--- src/rtl/regfile_wb_arbiter.sv ---
// Shares the register file write port between the in-order WB stage (A) and the
// multi-cycle unit (B), and tracks pending B destinations for decode hazard checks.
module regfile_wb_arbiter #(
  parameter int DEPTH        = 4,
  parameter int STARVE_LIMIT = 8
) (
  input  logic        clock,
  input  logic        Reset,
  input  logic        a_valid,
  input  logic [4:0]  a_addr,
  input  logic [31:0] a_data,
  input  logic        b_valid,
  output logic        b_ready,
  input  logic [4:0]  b_addr,
  input  logic [31:0] b_data,
  input  logic        issue_valid,
  input  logic [4:0]  issue_rd,
  input  logic [4:0]  rs_addr,
  input  logic [4:0]  rt_addr,
  input  logic [4:0]  rd_addr,
  output logic        hazard,
  output logic        pipe_stall,
  output logic        write_sig,
  output logic [4:0]  d_addr,
  output logic [31:0] writeback_data,
  output logic        starve_state
);

  // B handshake: a result transfers on a cycle where b_valid and b_ready are both
  // high; b_ready depends only on buffer occupancy, never on b_valid.

  localparam int PW = $clog2(DEPTH);
  localparam int CW = $clog2(DEPTH) + 1;
  localparam int SW = (STARVE_LIMIT > 1) ? $clog2(STARVE_LIMIT) : 1;
  localparam logic [CW-1:0] FULL_CNT = CW'(DEPTH);
  localparam logic [SW-1:0] SAT_CNT  = SW'(STARVE_LIMIT - 1);

  typedef enum logic {
    NORMAL = 1'b0,
    STALL  = 1'b1
  } state_t;

  state_t        state, state_next;
  logic [SW-1:0] starve_cnt, starve_cnt_next;

  logic [4:0]    mem_addr [DEPTH];
  logic [31:0]   mem_data [DEPTH];
  logic [PW-1:0] wr_ptr, rd_ptr;
  logic [CW-1:0] count, count_next;

  logic [31:0]   pending, pending_next;

  logic          empty, push, pop, sel_valid;
  logic [4:0]    head_addr, sel_addr;
  logic [31:0]   sel_data;

  assign empty     = (count == '0);
  assign b_ready   = (count != FULL_CNT);
  assign push      = b_valid & b_ready;
  assign pop       = ~a_valid & ~empty;
  assign head_addr = mem_addr[rd_ptr];
  assign sel_valid = a_valid | pop;
  assign sel_addr  = a_valid ? a_addr : head_addr;
  assign sel_data  = a_valid ? a_data : mem_data[rd_ptr];

  always_comb begin
    count_next = count;
    if (push && !pop)
      count_next = count + CW'(1);
    else if (pop && !push)
      count_next = count - CW'(1);
  end

  // Storage carries no reset: stale entries are unreachable once the pointers clear.
  always_ff @(posedge clock) begin
    if (push) begin
      mem_addr[wr_ptr] <= b_addr;
      mem_data[wr_ptr] <= b_data;
    end
  end

  always_ff @(posedge clock or posedge Reset) begin
    if (Reset) begin
      wr_ptr <= '0;
      rd_ptr <= '0;
      count  <= '0;
    end else begin
      if (push) wr_ptr <= wr_ptr + PW'(1);
      if (pop)  rd_ptr <= rd_ptr + PW'(1);
      count <= count_next;
    end
  end

  // Issue is applied after the commit clear so a same-edge set on the same bit wins.
  always_comb begin
    pending_next = pending;
    if (pop)
      pending_next[head_addr] = 1'b0;
    if (issue_valid)
      pending_next[issue_rd] = 1'b1;
    pending_next[0] = 1'b0;
  end

  always_ff @(posedge clock or posedge Reset) begin
    if (Reset)
      pending <= '0;
    else
      pending <= pending_next;
  end

  assign hazard = pending[rs_addr] | pending[rt_addr] | pending[rd_addr];

  always_ff @(posedge clock or posedge Reset) begin
    if (Reset) begin
      write_sig      <= 1'b0;
      d_addr         <= '0;
      writeback_data <= '0;
    end else if (sel_valid) begin
      write_sig      <= (sel_addr != 5'd0);
      d_addr         <= sel_addr;
      writeback_data <= sel_data;
    end else begin
      write_sig      <= 1'b0;
    end
  end

  always_ff @(posedge clock or posedge Reset) begin
    if (Reset) begin
      state      <= NORMAL;
      starve_cnt <= '0;
    end else begin
      state      <= state_next;
      starve_cnt <= starve_cnt_next;
    end
  end

  // Counter saturates at the limit and is held there for the single stall cycle.
  always_comb begin
    state_next      = state;
    starve_cnt_next = starve_cnt;
    case (state)
      NORMAL: begin
        if (empty || pop)
          starve_cnt_next = '0;
        else if (a_valid) begin
          if (starve_cnt == SAT_CNT)
            state_next = STALL;
          else
            starve_cnt_next = starve_cnt + SW'(1);
        end
      end
      STALL: begin
        if (empty || pop) begin
          state_next      = NORMAL;
          starve_cnt_next = '0;
        end
      end
    endcase
  end

  assign pipe_stall   = (state == STALL);
  assign starve_state = state;

endmodule

--- config.mk ---
export PLATFORM = sky130hd
export DESIGN_NAME = regfile_wb_arbiter
export DESIGN_NICKNAME = d
export VERILOG_FILES = /design/src/rtl/regfile_wb_arbiter.sv
export SDC_FILE = /design/constraint.sdc
export NUM_CORES = 1
export LEC_CHECK = 0
export CORE_UTILIZATION = 35
export CTS_CLUSTER_SIZE = 20
export DETAILED_ROUTE_END_ITERATION = 8
export PLACE_DENSITY = 0.53
export SYNTH_ARGS = -nofsm -noshare
export SYNTH_HDL_FRONTEND = slang
export SYNTH_SLANG_ARGS = --single-unit
--- constraint.sdc ---
create_clock -name clock -period 3 [get_ports clock]
set_input_delay 0.6 -clock clock [delete_from_list [all_inputs] [get_ports clock]]
set_output_delay 0.6 -clock clock [all_outputs]
set_load 0.02 [all_outputs]
# == Word-level counts from Yosys, hierarchy flattened ==
# Memory sizes are Yosys's and may differ from the RTL's.
# Index checks and enable logic that the tools add are counted.
# totals
ff_bits,80
latch_bits,0
ramBits,148
romBits,0
in_bits,99
output_inout_bits,42
wordCells,79
memories,2
# op_classes
addsub,5
multipliers,0
n_div,0
n_lt_le_gt_ge,7
eq_ne,5
shift,0
muxes,29
bitwise,11
reduce_logical,11
# memory_table
memory,depth,width,read_ports,rd_clocked_by_memory_dff,write_ports,line_no,source
mem_data,4,32,1,0,1,47,logic [31:0] mem_data [DEPTH];
mem_addr,4,5,1,0,1,46,logic [4:0] mem_addr [DEPTH];
# op_table
op,count
$mux 32,3
$and 32x32->32,1
$not 32->32,1
$or 32x32->32,1
$lt 5x6->1 const B,5
$mux 3,6
$bmux 1 s5,3
$mux 1,12
$demux 1 s5,2
$ge 5x1->1 const B,2
$ne 3x3->1 const B,3
$add 3x1->3 const B,2
$pmux 3 s2,1
$mux 5,1
$reduce_bool 5->1,1
$add 2x1->2 const B,2
$logic_and 1x1->1,4
$eq 3x3->1 const B,1
$logic_not 3->1,1
$not 1->1,3
$or 1x1->1,3
$reduce_and 3->1,1
$sub 3x1->3 const B,1
$and 1x1->1,2
5 further kinds,6

# == Logic depth before layout (Yosys ltp) ==
# Gate-level depths: netlist of run 1.
# An unclocked memory read counts as a cell.
# depth
depth_word,10
mapped_depth,9
depth_no_buf,9

# == Worst setup path before layout of run 1 ==
# No wires, ideal clock.
# synth_path
path_kind,input port to output port
from,in rd_addr[0]
to,out hazard
t_arrival_ps,2117
required_time_ps,2400
path_slack_ps,283
stages,6
path_buffers,1
cell_sequence,buf_2 mux4_2 mux2i_1 nor3b_1 a2111oi_0 nand4_1
# synth_via
elab_chain_cells,3
# synth_rtl
item,line_no,source
start: declaration,20,"input logic [4:0] rd_addr,"
$bmux 1 s5,111,assign hazard = pending[rs_addr] | pending[rt_addr] | pending[rd_addr];
$mux 1 (not written as such),111,
$or 1x1->1,111,
end: declaration,21,"output logic hazard,"
# Every way passes these cells. The select of a mux whose other input is x is not followed.

# == Worst setup path in the final report of run 1 ==
# layout_path
from,in rt_addr[0]
to,out hazard
# layout_via
elab_chain_cells,4
# layout_rtl
item,line_no,source
start: declaration,19,"input logic [4:0] rt_addr,"
$bmux 1 s5,111,
$mux 1 (not written as such),111,
$or 1x1->1 (2 in a row),111,
# Every way passes these cells. The select of a mux whose other input is x is not followed.

==> key figures, run 1 <==
Power
  • Total power: roughly 12000 uW
  • Leak: between 0.004 and 0.005 uW
  • Power per cell area: 937 nW/um^2
  • Max VDD drop: 0.000440 V

Floorplan
  • Starting Density: a little over a third
  • Die Ht: roughly 170 microns
  • Ports: around 140
  • DIE AREA: about 29000 sq um
  • Area of the core: 27100 sq um
  • Die Wd: 169 microns
  • Row cnt: 60

Synthesis
  • Main flop type after synthesis: edfxtp_1
  • Mean Syn Cell Area: around 16 sq um
  • Synth top cells by count: 148 x edfxtp_1, 86 x o21ai_0, 80 x dfrtp_1
  • Ys async rst share: between 30% and 40%
  • Seq cells post-synth: 228
  • Synth Instances: approximately 610
  • Number of synthesized flops with an enable pin: between 100 and 150
  • Synth area leaders: edfxtp_1 46%, dfrtp_1 21%, mux4_2 13%, mux2i_1 5.0%, o21ai_0 4.4%
  • Mapped Nets: just over 700
  • Syn Std Cell Area: approximately 9700 sq um
  • Synth warnings: 0
  • Synth area leader: edfxtp_1
  • Yosys top cell area share: 45.6%
  • Yosys cell types: 39
  • Seq/Total Area, Yosys: 66.2%
  • Top-count cell post-synth: edfxtp_1

Global routing
  • Top Usage Layer GRT: met2
  • Met1 Resource Use GR: a little over a fifth
  • GRT overflow: 0
  • Met3 Use GR: 4.77%
  • Vias in the first global route: between 6000 and 7000
  • First-pass GRT wire length: 36600 microns
  • Met2 Use GR: between 20 and 30%
  • Initial antenna violation count: 2
  • Total track usage: 16.9%
  • Largest net degree at the start of global routing: a little under 80

Worst setup path
  • Setup crit start kind: input pin
  • Critical path data required time: approximately 2.4 ns
  • Worst setup path endpoint: hazard
  • Reg-to-reg setup timing slack: about 0.6 ns
  • R2R cell count: 4
  • Crit path DAT: between 2 and 2.5 ns
  • Reg2reg end: pending[3]
  • Crit-path max FO: 2
  • Crit end category: output port
  • Worst setup startpoint: rt_addr[0]
  • Critical path class: input pin to output port
  • RR Startpoint: rd_ptr[0]

Timing
  • Final setup vio count: 1
  • Least-Margin Pin Slew: around 0.75 ns
  • Fin Setup TNS: -0.0442 ns
  • Final Critical Period: 3.04 ns
  • Final Max Slew Viols: 0
  • Unrepaired setup endpoints after global routing: true
  • Final hold violation count: 0
  • F_max: 328 MHz
  • Period Utilization, post-route: 101%
  • Relative max-transition margin: between 50% and 60%
  • Final WS setup: -0.0442 ns
  • Final Skew: between 0.02 and 0.03 ns

Run
  • Max-cap violation count: 0

Run status
  • Status: finished, violations left
  • Failing checks: negative setup slack

CTS
  • Num Clock Sinks: approximately 230
  • Maximum buffer depth of the clock tree: 3
  • CTS root buffer: clkbuf_16
  • Clock transition at path regs: 0.06 ns
  • TritonCTS clock tree: built
  • Post-CTS setup repair buffer count: 0
  • CTS Buf Count: 25
  • Htree depth: 1
  • Clk_lat worst skew: 0.53 ns

Placement
  • Placed wire-length estimate: around 17000 microns
  • Area after DPL: around 12000 sq um
  • # port buffers: 140
  • RePlAce Congestion: 0.914
  • Cells after DPL: around 1100

Finish
  • Cell area after layout: roughly 13000 sq um
  • Layout area overhead: 30.6%
  • Final net count: between 800 and 900
  • Non-Filler Instances: 1182
  • Fraction of layout cells with a size suffix above 1: roughly a fifth

Route
  • DRC Markers: 0
  • Antenna viol nets, final: 0
  • DRT Pass-1 Iters: 4
  • Initial drt markers: 311
  • Vias after detailed routing: 5997
  • Routed len/inst: between 15 and 20 microns
  • WL final: around 23000 microns
  • Via/cell ratio: a little over 5

Worst hold path
  • Min-Delay Path Class: input pin to async pin
logic make-up after synthesis:
| kind of cell | Yosys count | synth area share [%] |
|---|---|---|
| adder cells (fa/ha/maj) | 8 | 1.10 |
| flip-flops | 228 | 66.2 |
| AO/OA/AOI/OAI | 112 | 5.91 |
| multiplexers | 110 | 18.8 |
| buffers and inverters | 35 | 1.68 |
| XOR/XNOR | 7 | 0.629 |
| AND/OR/NAND/NOR | 108 | 5.69 |
placed cells by master (no fill, tap or decap), drive strengths merged, types with 4 or more instances in the layout:
| cell type | instances |
|---|---|
| edfxtp | 148 |
| a21oi | 5 |
| nand3 | 4 |
| bufinv | 4 |
| clkinv | 12 |
| inv | 6 |
| nand2 | 52 |
| dfrtp | 80 |
| nand3b | 9 |
| xnor2 | 4 |
| mux4 | 58 |
| nor3b | 5 |
| clkbuf | 29 |
| and3 | 4 |
| nor2b | 4 |
| buf | 45 |
| mux2i | 49 |
| clkdlybuf4s50 | 130 |
| nor2 | 16 |
| o21ai | 102 |
| ha | 7 |
through the flow:
step                setup WS (ns)  utilization, %  hold slack [ns]
CTS                        -0.111            46.9            0.459
global placement           -0.894            43.8            0.503
finish                    -0.0442            46.9            0.454
detailed placement         -0.871            43.8            0.510
global route               -0.149            46.9            0.475
floorplan                   0.283               -            0.464
worst max-delay path, stage by stage:
cell             delay, ns
clkdlybuf4s50_1       0.56
mux4_2                0.51
mux2i_1               0.16
nor2_1                0.06
nor4_1                0.26
nand4_1               0.12
buf_2                 0.17
layout make-up:
cell class	count	area [sq um]
multi-input cells	345	3150
repair buffers	183	1780
clock inverters	18	194
clock buffers	28	647
fillers	2387	14400
well taps	372	465
flip-flops and latches	228	6450
diodes	2	5.00
inverters	6	23.8
report_power, final:
part           switching, uW  internal (uW)  total [uW]  leakage [uW]
logic                   1930           2010        3950       0.00185
clock network           1200           1890        3100      0.000413
registers                628           4250        4880       0.00232
total                   3760           8160       11900       0.00458
how the worst min path moves through the flow:
stage               endpoint      from  slack, ns
6_report       starve_cnt[1]     Reset       0.45
5_1_grt            rd_ptr[0]   a_valid       0.47
4_1_cts            rd_ptr[1]   a_valid       0.46
3_5_place_dp        count[2]  count[2]       0.51
3_3_place_gp        count[2]  count[2]       0.50
2_1_floorplan       count[2]  count[2]       0.46
sequential cells by signal (all words and copies together) (netlist names):
signal and count:
rd_ptr 2, write_sig 1, starve_cnt 3, wr_ptr 2
d_addr 5, pending 31, pipe_stall 1, count 3
mem_addr 20, mem_data 128, writeback_data 32
routing by layer:
| layer | vias to the layer above | wire, microns | part of all wire, % |
|---|---|---|---|
| met4 | 0 | 681 | 2.9 |
| met5 | - | 0 | 0 |
| met3 | 49 | 1860 | 7.9 |
| li1 | 2737 | - | - |
| met2 | 216 | 11300 | 48 |
| met1 | 2995 | 9620 | 41 |
repair_timing:
item                                   in CTS  in global routing
setup endpoints to repair                   1                  1
pin swaps                                   1                  1
gates resized for setup                    14                  8
endpoints found under the hold margin       0                  0
hold buffers                                0                  0
Note: power is estimated with default switching activity, not from simulation.
==> run 2, diff against run 1 <==
ABC_CLOCK_PERIOD_IN_PS = 3000   (was not set)
MAX_ROUTING_LAYER = met4   (was not set)
==> run 2 against run 1 <==
The flow now finishes without violations. Combinational power hardly changed. Largest power group unchanged. Flip-flop and latch count is the same. Cell area shrank 0.73%. Clock power down 7.1%. Clock-buffer cell count up 8.
==> key figures, run 2 (synthesis results as in run 1) <==
Finish
  • Final net count: approximately 900
  • Fill cells: between 2000 and 2500
  • Commonest non-fill, non-tap cell in the layout: edfxtp_1
  • Area of the multi-input gates: between 3000 and 4000 sq um
  • Layout area overhead: 29.6%
  • Max FFs per register: around 130
  • Utilization after layout: around 47%
  • Reg area: ~6500 sq um
  • Fraction of layout cells with a size suffix above 1: around 20%
  • Commonest cells after routing, fill and taps aside: 148 x edfxtp_1, 129 x clkdlybuf4s50_1, 86 x o21ai_0
  • Biggest regs: mem_data: 128 flops, writeback_data: 32 flops, pending: 31 flops
  • Largest reg by FF count: mem_data

Global routing
  • GRT overflow: 0
  • Vias in the first global route: roughly 6400
  • Largest net degree at the start of global routing: 77
  • First-pass GRT wire length: around 38000 microns
  • Initial antenna violation count: 2
  • Total track usage: 18.0%

Placement
  • DP Worst Slack: -0.778 ns
  • RePlAce Congestion: 0.953
  • # port buffers: 140
  • Placed wire-length estimate: ~17000 microns

Route
  • Routed len/inst: just over 20 microns
  • DRT Pass-1 Iters: 5
  • Via/cell ratio: around 5.1
  • Initial drt markers: approximately 440
  • Vias after detailed routing: about 6000
  • DRC Markers: 0
  • WL final: around 24000 microns
  • Antenna viol nets, final: 0

Floorplan
  • Area of the core: approximately 27000 sq um
  • Row cnt: 60
  • DIE AREA: between 20000 and 30000 sq um
  • Ports: about 140
  • Die Wd: 169 microns
  • Starting Density: around 36%
  • Die Ht: 169 microns

Worst setup path
  • Worst path slowest cell: mux4_2
  • Crit path DAT: approximately 2.3 ns
  • Critical path class: flop to output port
  • Delay of the slowest critical-path stage: roughly 0.48 ns
  • Reg-to-reg setup timing slack: 0.59 ns
  • RR Startpoint: rd_ptr[0]
  • Reg2reg end: pending[12]
  • Crit-path cells: mux4_2, mux2i_1, nor3b_1, a2111oi_2, nand4_1, buf_2
  • Setup crit start kind: flop
  • CP delay by family, top: multiplexers
  • Crit end category: output port
  • R2R cell count: 5
  • Worst path bufs/invs: 1
  • Crit-path max FO: 2
  • Critical path data required time: between 2 and 2.5 ns

CTS
  • Clk_lat worst skew: 0.52 ns
  • Maximum buffer depth of the clock tree: 3
  • Num Clock Sinks: about 230
  • Htree depth: 1
  • TritonCTS clock tree: built
  • CTS Buf Count: 24
  • Cts hold-fix bufs: 0
  • CTS root buffer: clkbuf_16
  • Clock transition at path regs: 0.06 ns

Timing
  • Unrepaired setup endpoints after global routing: true
  • Final hold violation count: 0
  • Relative max-transition margin: roughly half
  • Final Skew: 0.0222 ns
  • Hold Worst Slack: ~0.47 ns
  • Least-Margin Pin Slew: 0.740 ns
  • Period Utilization, post-route: ~100%
  • F_max: 341 MHz
  • Fin Setup TNS: 0 ns
  • Final WS setup: between 0.07 and 0.08 ns
  • Final Max Slew Viols: 0
  • Final Critical Period: 2.93 ns
  • Final setup vio count: 0

Power
  • Leak: roughly 0.0045 uW
  • Max VDD drop: 0.000492 V
  • Power per cell area: between 900 and 1000 nW/um^2

Run status
  • Status: complete, no violations

Worst hold path
  • Min-Delay Path Class: input pin to async pin

Run
  • Max-cap violation count: 0
==> run 2: worst max-delay path by stage <==
stage,start,endpoint,depth (start not counted)
6_report,pending[7],hazard,6
5_1_grt,pending[26],hazard,6
4_1_cts,pending[15],hazard,6
3_5_place_dp,rs_addr[0],hazard,7
3_3_place_gp,rs_addr[0],hazard,7
2_1_floorplan,rd_addr[0],hazard,6
==> run 2: where the power goes <==
group          leakage (uW)  internal (uW)  total, uW  switching (uW)
sequential          0.00232           4250       4900             641
clock              0.000368           1720       2880            1150
combinational       0.00183           1990       3960            1970
total               0.00452           7970      11700            3770
==> run 2: worst register-to-register path: stages (launching register included) <==
cell and delay, ns:
dfrtp_2 0.76, mux4_2 0.70, nor2_1 0.17, nand2_1 0.23
o21ai_1 0.20, o21ai_0 0.17
==> run 2: cell type report <==
type | instances | share of cell area, %
clock inverter | 8 | 0.704
clock buffer | 36 | 5.36
tap | 372 | 3.69
antenna | 2 | 0.0396
multi-input combinational | 345 | 25.0
sequential | 228 | 51.1
timing repair buffer | 184 | 14.0
inverter | 6 | 0.188
==> run 2: stage by stage <==
step                      std cells  power (uW)  cell area (sq um)
final                          1181       11700              12600
after detailed placement       1131        8920              11800
after global routing           1181       12400              12600
after CTS                      1175       11800              12600
after global placement         1131        8840              11800
after floorplan                 608        7180               9740
==> run 2: what timing repair did <==
action	4_1_cts	5_1_grt
buffers inserted	0	4
pin swaps	0	1
endpoints found under the setup margin	1	1
endpoints found under the hold margin	0	0
resized for setup	20	4
==> run 2: routing by layer <==
layer / track usage, % / routed length [microns] / part of all wire (%) / vias up
li1: - / - / - / 2731
met5: - / 0 / 0 / -
met1: 23.5 / 10600 / 44 / 3038
met3: 4.09 / 1570 / 6.5 / 45
met4: 4.98 / 561 / 2.3 / 0
met2: 28.4 / 11600 / 48 / 182
